[src/rtl/i2c_cmd_arbiter_if.sv]
// Purpose : bundles the requester, I2C-engine and status signals of i2c_cmd_arbiter.
// Ports   : slave modport = the arbiter (takes requests/fin, drives acks/start/word/status);
//           master modport = the surrounding logic (requesters, engine, debug observer).
interface i2c_cmd_arbiter_if;
   logic        i_req0;
   logic [15:0] i_data0;
   logic        i_req1;
   logic [15:0] i_data1;
   logic        o_ack0;
   logic        o_ack1;
   logic        o_err;
   logic        o_i2c_start;
   logic [15:0] o_i2c_reg_data;
   logic        i_i2c_fin;
   logic        o_busy;
   logic [1:0]  o_state;

   modport slave (
      input  i_req0, i_data0, i_req1, i_data1, i_i2c_fin,
      output o_ack0, o_ack1, o_err, o_i2c_start, o_i2c_reg_data, o_busy, o_state
   );

   modport master (
      output i_req0, i_data0, i_req1, i_data1, i_i2c_fin,
      input  o_ack0, o_ack1, o_err, o_i2c_start, o_i2c_reg_data, o_busy, o_state
   );
endinterface

[src/rtl/i2c_cmd_arbiter.sv]
// Purpose : round-robin arbiter sharing one I2C engine between two command requesters.
// Latency : start pulse one cycle after the request is sampled; ack one cycle after engine fin.
// Backpressure: requests are level-held and wait while a transaction is owned.
// Ports   : i_clk, i_rst_n (async active-low) plain; everything else through bus (slave modport).
// Option  : define I2C_ARB_TIMEOUT_EN to compile in a WAIT watchdog of TIMEOUT_CYCLES cycles
//           that completes the transaction with o_err pulsed alongside the owner's ack.
module i2c_cmd_arbiter #(
   parameter logic [19:0] TIMEOUT_CYCLES = 20'd1000000
) (
   input  logic             i_clk,
   input  logic             i_rst_n,
   i2c_cmd_arbiter_if.slave bus
);

   typedef enum logic [1:0] {
      IDLE  = 2'd0,
      ISSUE = 2'd1,
      WAIT  = 2'd2,
      DONE  = 2'd3
   } state_t;

   state_t      state_q, state_d;
   logic        owner_q, owner_d;
   logic        last_q, last_d;
   logic [15:0] data_q, data_d;
   logic        start_q, start_d;
   logic        ack0_q, ack0_d;
   logic        ack1_q, ack1_d;
   logic        err_q, err_d;
   logic        busy_q, busy_d;
   logic        win;

`ifdef I2C_ARB_TIMEOUT_EN
   logic [19:0] cnt_q, cnt_d;
`else
   logic unused_timeout;
   assign unused_timeout = ^TIMEOUT_CYCLES;
`endif

   // Under contention the requester that was not served last wins; a lone request always wins.
   assign win = (bus.i_req0 && bus.i_req1) ? ~last_q : bus.i_req1;

   always_comb begin
      state_d = state_q;
      owner_d = owner_q;
      last_d  = last_q;
      data_d  = data_q;
      start_d = 1'b0;
      ack0_d  = 1'b0;
      ack1_d  = 1'b0;
      err_d   = 1'b0;
`ifdef I2C_ARB_TIMEOUT_EN
      cnt_d   = cnt_q;
`endif
      case (state_q)
         IDLE: begin
            if (bus.i_req0 || bus.i_req1) begin
               owner_d = win;
               data_d  = win ? bus.i_data1 : bus.i_data0;
               start_d = 1'b1;
               state_d = ISSUE;
            end
         end
         ISSUE: begin
            state_d = WAIT;
`ifdef I2C_ARB_TIMEOUT_EN
            cnt_d   = '0;
`endif
         end
         WAIT: begin
            // Ack is raised on the transition so it is high exactly during DONE.
            if (bus.i_i2c_fin) begin
               state_d = DONE;
               ack0_d  = ~owner_q;
               ack1_d  = owner_q;
            end
`ifdef I2C_ARB_TIMEOUT_EN
            else if (cnt_q == TIMEOUT_CYCLES - 20'd1) begin
               state_d = DONE;
               ack0_d  = ~owner_q;
               ack1_d  = owner_q;
               err_d   = 1'b1;
            end else begin
               cnt_d   = cnt_q + 20'd1;
            end
`endif
         end
         DONE: begin
            last_d  = owner_q;
            state_d = IDLE;
         end
         default: state_d = IDLE;
      endcase
      busy_d = (state_d != IDLE);
   end

   always_ff @(posedge i_clk or negedge i_rst_n) begin
      if (!i_rst_n) begin
         state_q <= IDLE;
         owner_q <= 1'b0;
         last_q  <= 1'b1;
         data_q  <= 16'h0000;
         start_q <= 1'b0;
         ack0_q  <= 1'b0;
         ack1_q  <= 1'b0;
         err_q   <= 1'b0;
         busy_q  <= 1'b0;
`ifdef I2C_ARB_TIMEOUT_EN
         cnt_q   <= '0;
`endif
      end else begin
         state_q <= state_d;
         owner_q <= owner_d;
         last_q  <= last_d;
         data_q  <= data_d;
         start_q <= start_d;
         ack0_q  <= ack0_d;
         ack1_q  <= ack1_d;
         err_q   <= err_d;
         busy_q  <= busy_d;
`ifdef I2C_ARB_TIMEOUT_EN
         cnt_q   <= cnt_d;
`endif
      end
   end

   assign bus.o_i2c_start    = start_q;
   assign bus.o_i2c_reg_data = data_q;
   assign bus.o_ack0         = ack0_q;
   assign bus.o_ack1         = ack1_q;
   assign bus.o_err          = err_q;
   assign bus.o_busy         = busy_q;
   assign bus.o_state        = state_q;

endmodule

[src/flat_wrapper.sv]
// flat-port wrapper written by rule: the top's interface ports become plain ports
module i2c_cmd_arbiter_flat 
#(
   parameter logic [19:0] TIMEOUT_CYCLES = 20'd1000000
)
  (i_clk, i_rst_n, bus_i_req0, bus_i_data0, bus_i_req1, bus_i_data1, bus_i_i2c_fin, bus_o_ack0, bus_o_ack1, bus_o_err, bus_o_i2c_start, bus_o_i2c_reg_data, bus_o_busy, bus_o_state);
  i2c_cmd_arbiter_if bus_i ();
  input  logic i_clk;
  input  logic i_rst_n;
  input wire logic [$bits(bus_i.i_req0)-1:0] bus_i_req0;
  input wire logic [$bits(bus_i.i_data0)-1:0] bus_i_data0;
  input wire logic [$bits(bus_i.i_req1)-1:0] bus_i_req1;
  input wire logic [$bits(bus_i.i_data1)-1:0] bus_i_data1;
  input wire logic [$bits(bus_i.i_i2c_fin)-1:0] bus_i_i2c_fin;
  output wire logic [$bits(bus_i.o_ack0)-1:0] bus_o_ack0;
  output wire logic [$bits(bus_i.o_ack1)-1:0] bus_o_ack1;
  output wire logic [$bits(bus_i.o_err)-1:0] bus_o_err;
  output wire logic [$bits(bus_i.o_i2c_start)-1:0] bus_o_i2c_start;
  output wire logic [$bits(bus_i.o_i2c_reg_data)-1:0] bus_o_i2c_reg_data;
  output wire logic [$bits(bus_i.o_busy)-1:0] bus_o_busy;
  output wire logic [$bits(bus_i.o_state)-1:0] bus_o_state;
  assign bus_i.i_req0 = bus_i_req0;
  assign bus_i.i_data0 = bus_i_data0;
  assign bus_i.i_req1 = bus_i_req1;
  assign bus_i.i_data1 = bus_i_data1;
  assign bus_i.i_i2c_fin = bus_i_i2c_fin;
  assign bus_o_ack0 = bus_i.o_ack0;
  assign bus_o_ack1 = bus_i.o_ack1;
  assign bus_o_err = bus_i.o_err;
  assign bus_o_i2c_start = bus_i.o_i2c_start;
  assign bus_o_i2c_reg_data = bus_i.o_i2c_reg_data;
  assign bus_o_busy = bus_i.o_busy;
  assign bus_o_state = bus_i.o_state;
  i2c_cmd_arbiter #(.TIMEOUT_CYCLES(TIMEOUT_CYCLES)) u_core (.i_clk(i_clk), .i_rst_n(i_rst_n), .bus(bus_i));
endmodule
[config.mk]
export PLATFORM = sky130hd
export DESIGN_NAME = i2c_cmd_arbiter_flat
export DESIGN_NICKNAME = d
export VERILOG_FILES = /design/src/rtl/i2c_cmd_arbiter_if.sv /design/src/rtl/i2c_cmd_arbiter.sv /design/src/flat_wrapper.sv
export SDC_FILE = /design/constraint.sdc
export NUM_CORES = 1
export LEC_CHECK = 0
export BUFFER_PORTS_ARGS = -buffer_cell sky130_fd_sc_hd__buf_2
export CAP_MARGIN = 20
export CORE_ASPECT_RATIO = 1.75
export CORE_MARGIN = 5
export CORE_UTILIZATION = 46
export CTS_CLUSTER_SIZE = 40
export DETAILED_ROUTE_END_ITERATION = 8
export GPL_ROUTABILITY_DRIVEN = 0
export GPL_TIMING_DRIVEN = 0
export PLACE_DENSITY = 0.82
export SYNTH_ARGS = -nofsm -noshare
export SYNTH_HDL_FRONTEND = slang
export SYNTH_SLANG_ARGS = --single-unit
[constraint.sdc]
create_clock -name i_clk -period 2.6 [get_ports i_clk]
set_input_delay 0.26 -clock i_clk [delete_from_list [all_inputs] [get_ports i_clk]]
set_output_delay 0.26 -clock i_clk [all_outputs]
set_load 0.01 [all_outputs]
==> summary.md <==
| Metric | Value |
|---|---|
| Status | completed |
| Gr busiest metal | met2 |
| Die Area | 3488 µm² |
| Max Cap Violations | 0 |
| Post-cts resize count | 0 |
| Area growth, synth to finish | 34.48% |
| Simple-gate share of the synthesized area | 0.1397 |
| FP Rows | 23 |
| FF-to-FF End | u_core.bus.o_i2c_reg_data[11] |
| Via/cell ratio | 5.153 |
| Clk Latency, worst-skew pair | 0.26 ns |
| Seq cells post-synth | 24 |
| Die Height | 74.47 µm |
| Met3 Usage GRT | 0.02663 |
| Crit path from | u_core.bus.o_state[0] |
| Post-Synth Adder-Cell Area | 0.04582 |
| Drt initial violations | 23 |
| Critical path depth | 7 |
| Synth cell types | 21 |
| CORE AREA | 2273 µm² |
| Post-synth top area share | 0.5269 |
| Clk sink count | 24 |
| R2R Setup Slk | 1.10 ns |
| Fin Setup TNS | 0 ns |
| Net Count, Synth | 155 |
| Cell family with most CP delay | buffers and inverters |
| CP endpoint kind | flip-flop |
| Slew headroom | 0.6450 |
| Synth Instances | 114 |
| Post-synthesis compound-gate area fraction | 0.2039 |
| Worst path slowest cell | dfrtp_1 |
| Final setup violating endpoints | 0 |
| Setup Fix Bufs, Post-CTS | 0 |
| Setup Skew | 0.004547 ns |
| Vias in the first global route | 1069 |
| Initial antenna violation count | 0 |
| # H-tree levels | 1 |
| Most frequent cells after synthesis | 32 x a21oi_1, 23 x dfrtp_1, 19 x nor2_1, 17 x nand2_1, 4 x ha_1 |
| Peak VDD IR | 0.0006224 V |
| TritonCTS buffer count | 3 |
| Post-Layout Inst Area | 1469 µm² |
| Most common cell in the synthesized netlist | a21oi_1 |
| DR WL/cell | 13.76 µm |
| Worst Reg-to-Reg Cells | 7 |
| GRT overflow | 0 |
| Worst-path clk slew | 0.08 ns |
| Critical Path AT | 1.68 ns |
| CTS max path bufs | 2 |
| Drt drc | 0 |
| Die width | 46.84 µm |
| Placed Area | 1414 µm² |
| FMAX | 0.6677 GHz |
| First-pass iteration count of the detailed router | 4 |
| Unrepaired setup endpoints after global routing | no |
| Final ANT Viol Nets | 0 |
| Worst Setup EP | u_core.bus.o_i2c_reg_data[11] |
| Worst Hold Class | in -> reg |
| Startpoint types | flip-flop |
| Global-route wire length before repair | 4629 µm |
| DP HPWL | 2219 µm |
| Crit Path Max Fanout | 10 |
| PwrDens | 1117 nW/µm² |
| Ys async rst share | 1.000 |
| Vias after detailed routing | 1041 |
| Leakage | 0.7707 nW |
| Largest net degree at the start of global routing | 25 |
| I/O pin cnt | 60 |
| TritonCTS clock tree | done |
| Syn_area_per_cell | 9.582 µm² |
| EDFF count, synth | 0 |
| Synthesis Warnings | 0 |
| Final Max Tran Viols | 0 |
| Biggest area consumer among synthesized cells | dfrtp_1 |
| Top_reg_cell synth | dfrtp_1 |
| WP data required | 2.78 ns |
| Reg2Reg Launch Point | u_core.bus.o_state[0] |
| Final hold violations | 0 |
| # hold bufs at CTS | 1 |
| Port-buffer cells | 58 |
| GRT Total Usage | 0.1790 |
| Largest family of logic cells by synthesized area | compound AO/OA/AOI/OAI gates |
| Top cells by area, synth | dfrtp_1 53%, a21oi_1 15%, nor2_1 6.5%, nand2_1 5.8%, ha_1 4.6% |
| Largest stage delay, worst path | 0.41 ns |
| Final wirelength | 2779 µm |
| Root buffer cell | clkbuf_8 |
| CP cell instances | inv_1, ha_1, o21ai_4, inv_2, buf_4, nor2_1, a21oi_1 |
| Met2 GRT Util | 0.3238 |
| Worst-Margin Slew | 0.5325 ns |
| Multiplexer share of the synthesized area | 0.01031 |
| GR Util met1 | 0.2056 |
| Post-Synth XOR/XNOR Area | 0 |
| WP buf/inv | 3 |
| Setup CP Type | reg -> reg |
| Antenna Cells | 0 |
| Mapped cell area | 1092 µm² |
| Final #Nets | 219 |
| Period utilization | 0.5761 |
| Share of layout cells above drive strength 1 | 0.4068 |
| Tmin final | 1.498 ns |
| Initial Util | 0.4805 |
| Part of the Yosys area used for sequential elements | 0.5510 |
[worst min-delay path by stage]
stage	startpoint	slack, ns	endpoint	depth (start not counted)
global placement	i_rst_n	0.26	u_core.bus.o_i2c_reg_data[2]	1
floorplan	i_rst_n	-0.04	u_core.bus.o_ack0	0
global route	bus_i_data0[3]	0.22	u_core.bus.o_i2c_reg_data[3]	3
detailed placement	i_rst_n	0.27	u_core.bus.o_i2c_reg_data[15]	1
CTS	bus_i_data0[10]	0.22	u_core.bus.o_i2c_reg_data[10]	3
finish	bus_i_data0[10]	0.23	u_core.bus.o_i2c_reg_data[10]	3
[layout make-up]
class	instances	area (µm²)
Inverter	3	11.26
Sequential cell	24	601.8
Fill cell	190	804.5
Buffer	5	38.79
Tap cell	25	31.28
Clock buffer	4	45.04
Multi-Input combinational cell	82	440.4
Timing Repair Buffer	59	300.3
[placed cells by master, fill, tap and decap left out, drive strengths merged]
| cell | netlist | layout |
|---|---|---|
| conb | 1 | 1 |
| clkbuf | 0 | 4 |
| a21oi | 32 | 32 |
| buf | 5 | 63 |
| dlygate4sd3 | 0 | 1 |
| dfrtp | 23 | 23 |
| and3 | 1 | 1 |
| nor3 | 1 | 1 |
| mux2 | 1 | 1 |
| a21bo | 1 | 1 |
| a21boi | 1 | 1 |
| ha | 4 | 4 |
| o21ai | 1 | 1 |
| or2 | 1 | 1 |
| inv | 3 | 3 |
| a311oi | 1 | 1 |
| dfstp | 1 | 1 |
| nor2 | 19 | 19 |
| a22o | 1 | 1 |
| nand2 | 17 | 17 |
[flip-flops by register name (all words and copies together) (netlist names)]
| register | flops |
|---|---|
| u_core.bus.o_state | 2 |
| u_core.bus.o_i2c_reg_data | 16 |
| u_core.bus.o_ack0 | 1 |
| u_core.bus.o_busy | 1 |
| u_core.bus.o_ack1 | 1 |
| u_core.last_q | 1 |
| u_core.owner_q | 1 |
| u_core.bus.o_i2c_start | 1 |
[cell families (layout without fill, tap and decap cells)]
group,Yosys count,count (layout)
AOI/OAI and AO/OA,37,37
adders and majority gates,4,4
buffers and inverters,8,71
DFF,24,24
muxes,1,1
other,1,1
and+or+nand+nor,39,39
[layer usage]
metal | wire length (µm) | part of all wire
met2 | 1568 | 0.56
met4 | 33 | 0.012
met1 | 966 | 0.35
met5 | 0 | 0
met3 | 211 | 0.076
[stage by stage]
stage / total power [mW] / hold slack (ns) / utilization / std cells / setup WS (ns)
after detailed placement: 1.444 / 0.2702 / 0.6219 / 197 / 1.119
after global placement: 1.395 / 0.2615 / 0.6219 / 197 / 1.176
after floorplan: 1.135 / -0.03559 / - / 114 / 1.242
after global routing: 1.791 / 0.2179 / 0.6461 / 202 / 0.9840
after CTS: 1.663 / 0.2210 / 0.6461 / 202 / 1.095
final: 1.641 / 0.2255 / 0.6461 / 202 / 1.102
[report_power, final]
part	total (mW)	leakage [nW]	switching (mW)	internal, mW
Clock	0.214	0.0228	0.105	0.109
Sequential	0.659	0.276	0.0989	0.560
Combinational	0.768	0.472	0.437	0.331
[tightest hold or removal path: cells and delay by family]
family | cells | cell delay, ns
buffers and inverters | 1 | 0.09
AOI/OAI and AO/OA | 1 | 0.05
and+or+nand+nor | 1 | 0.04
Power figures use the tool's default switching activity.
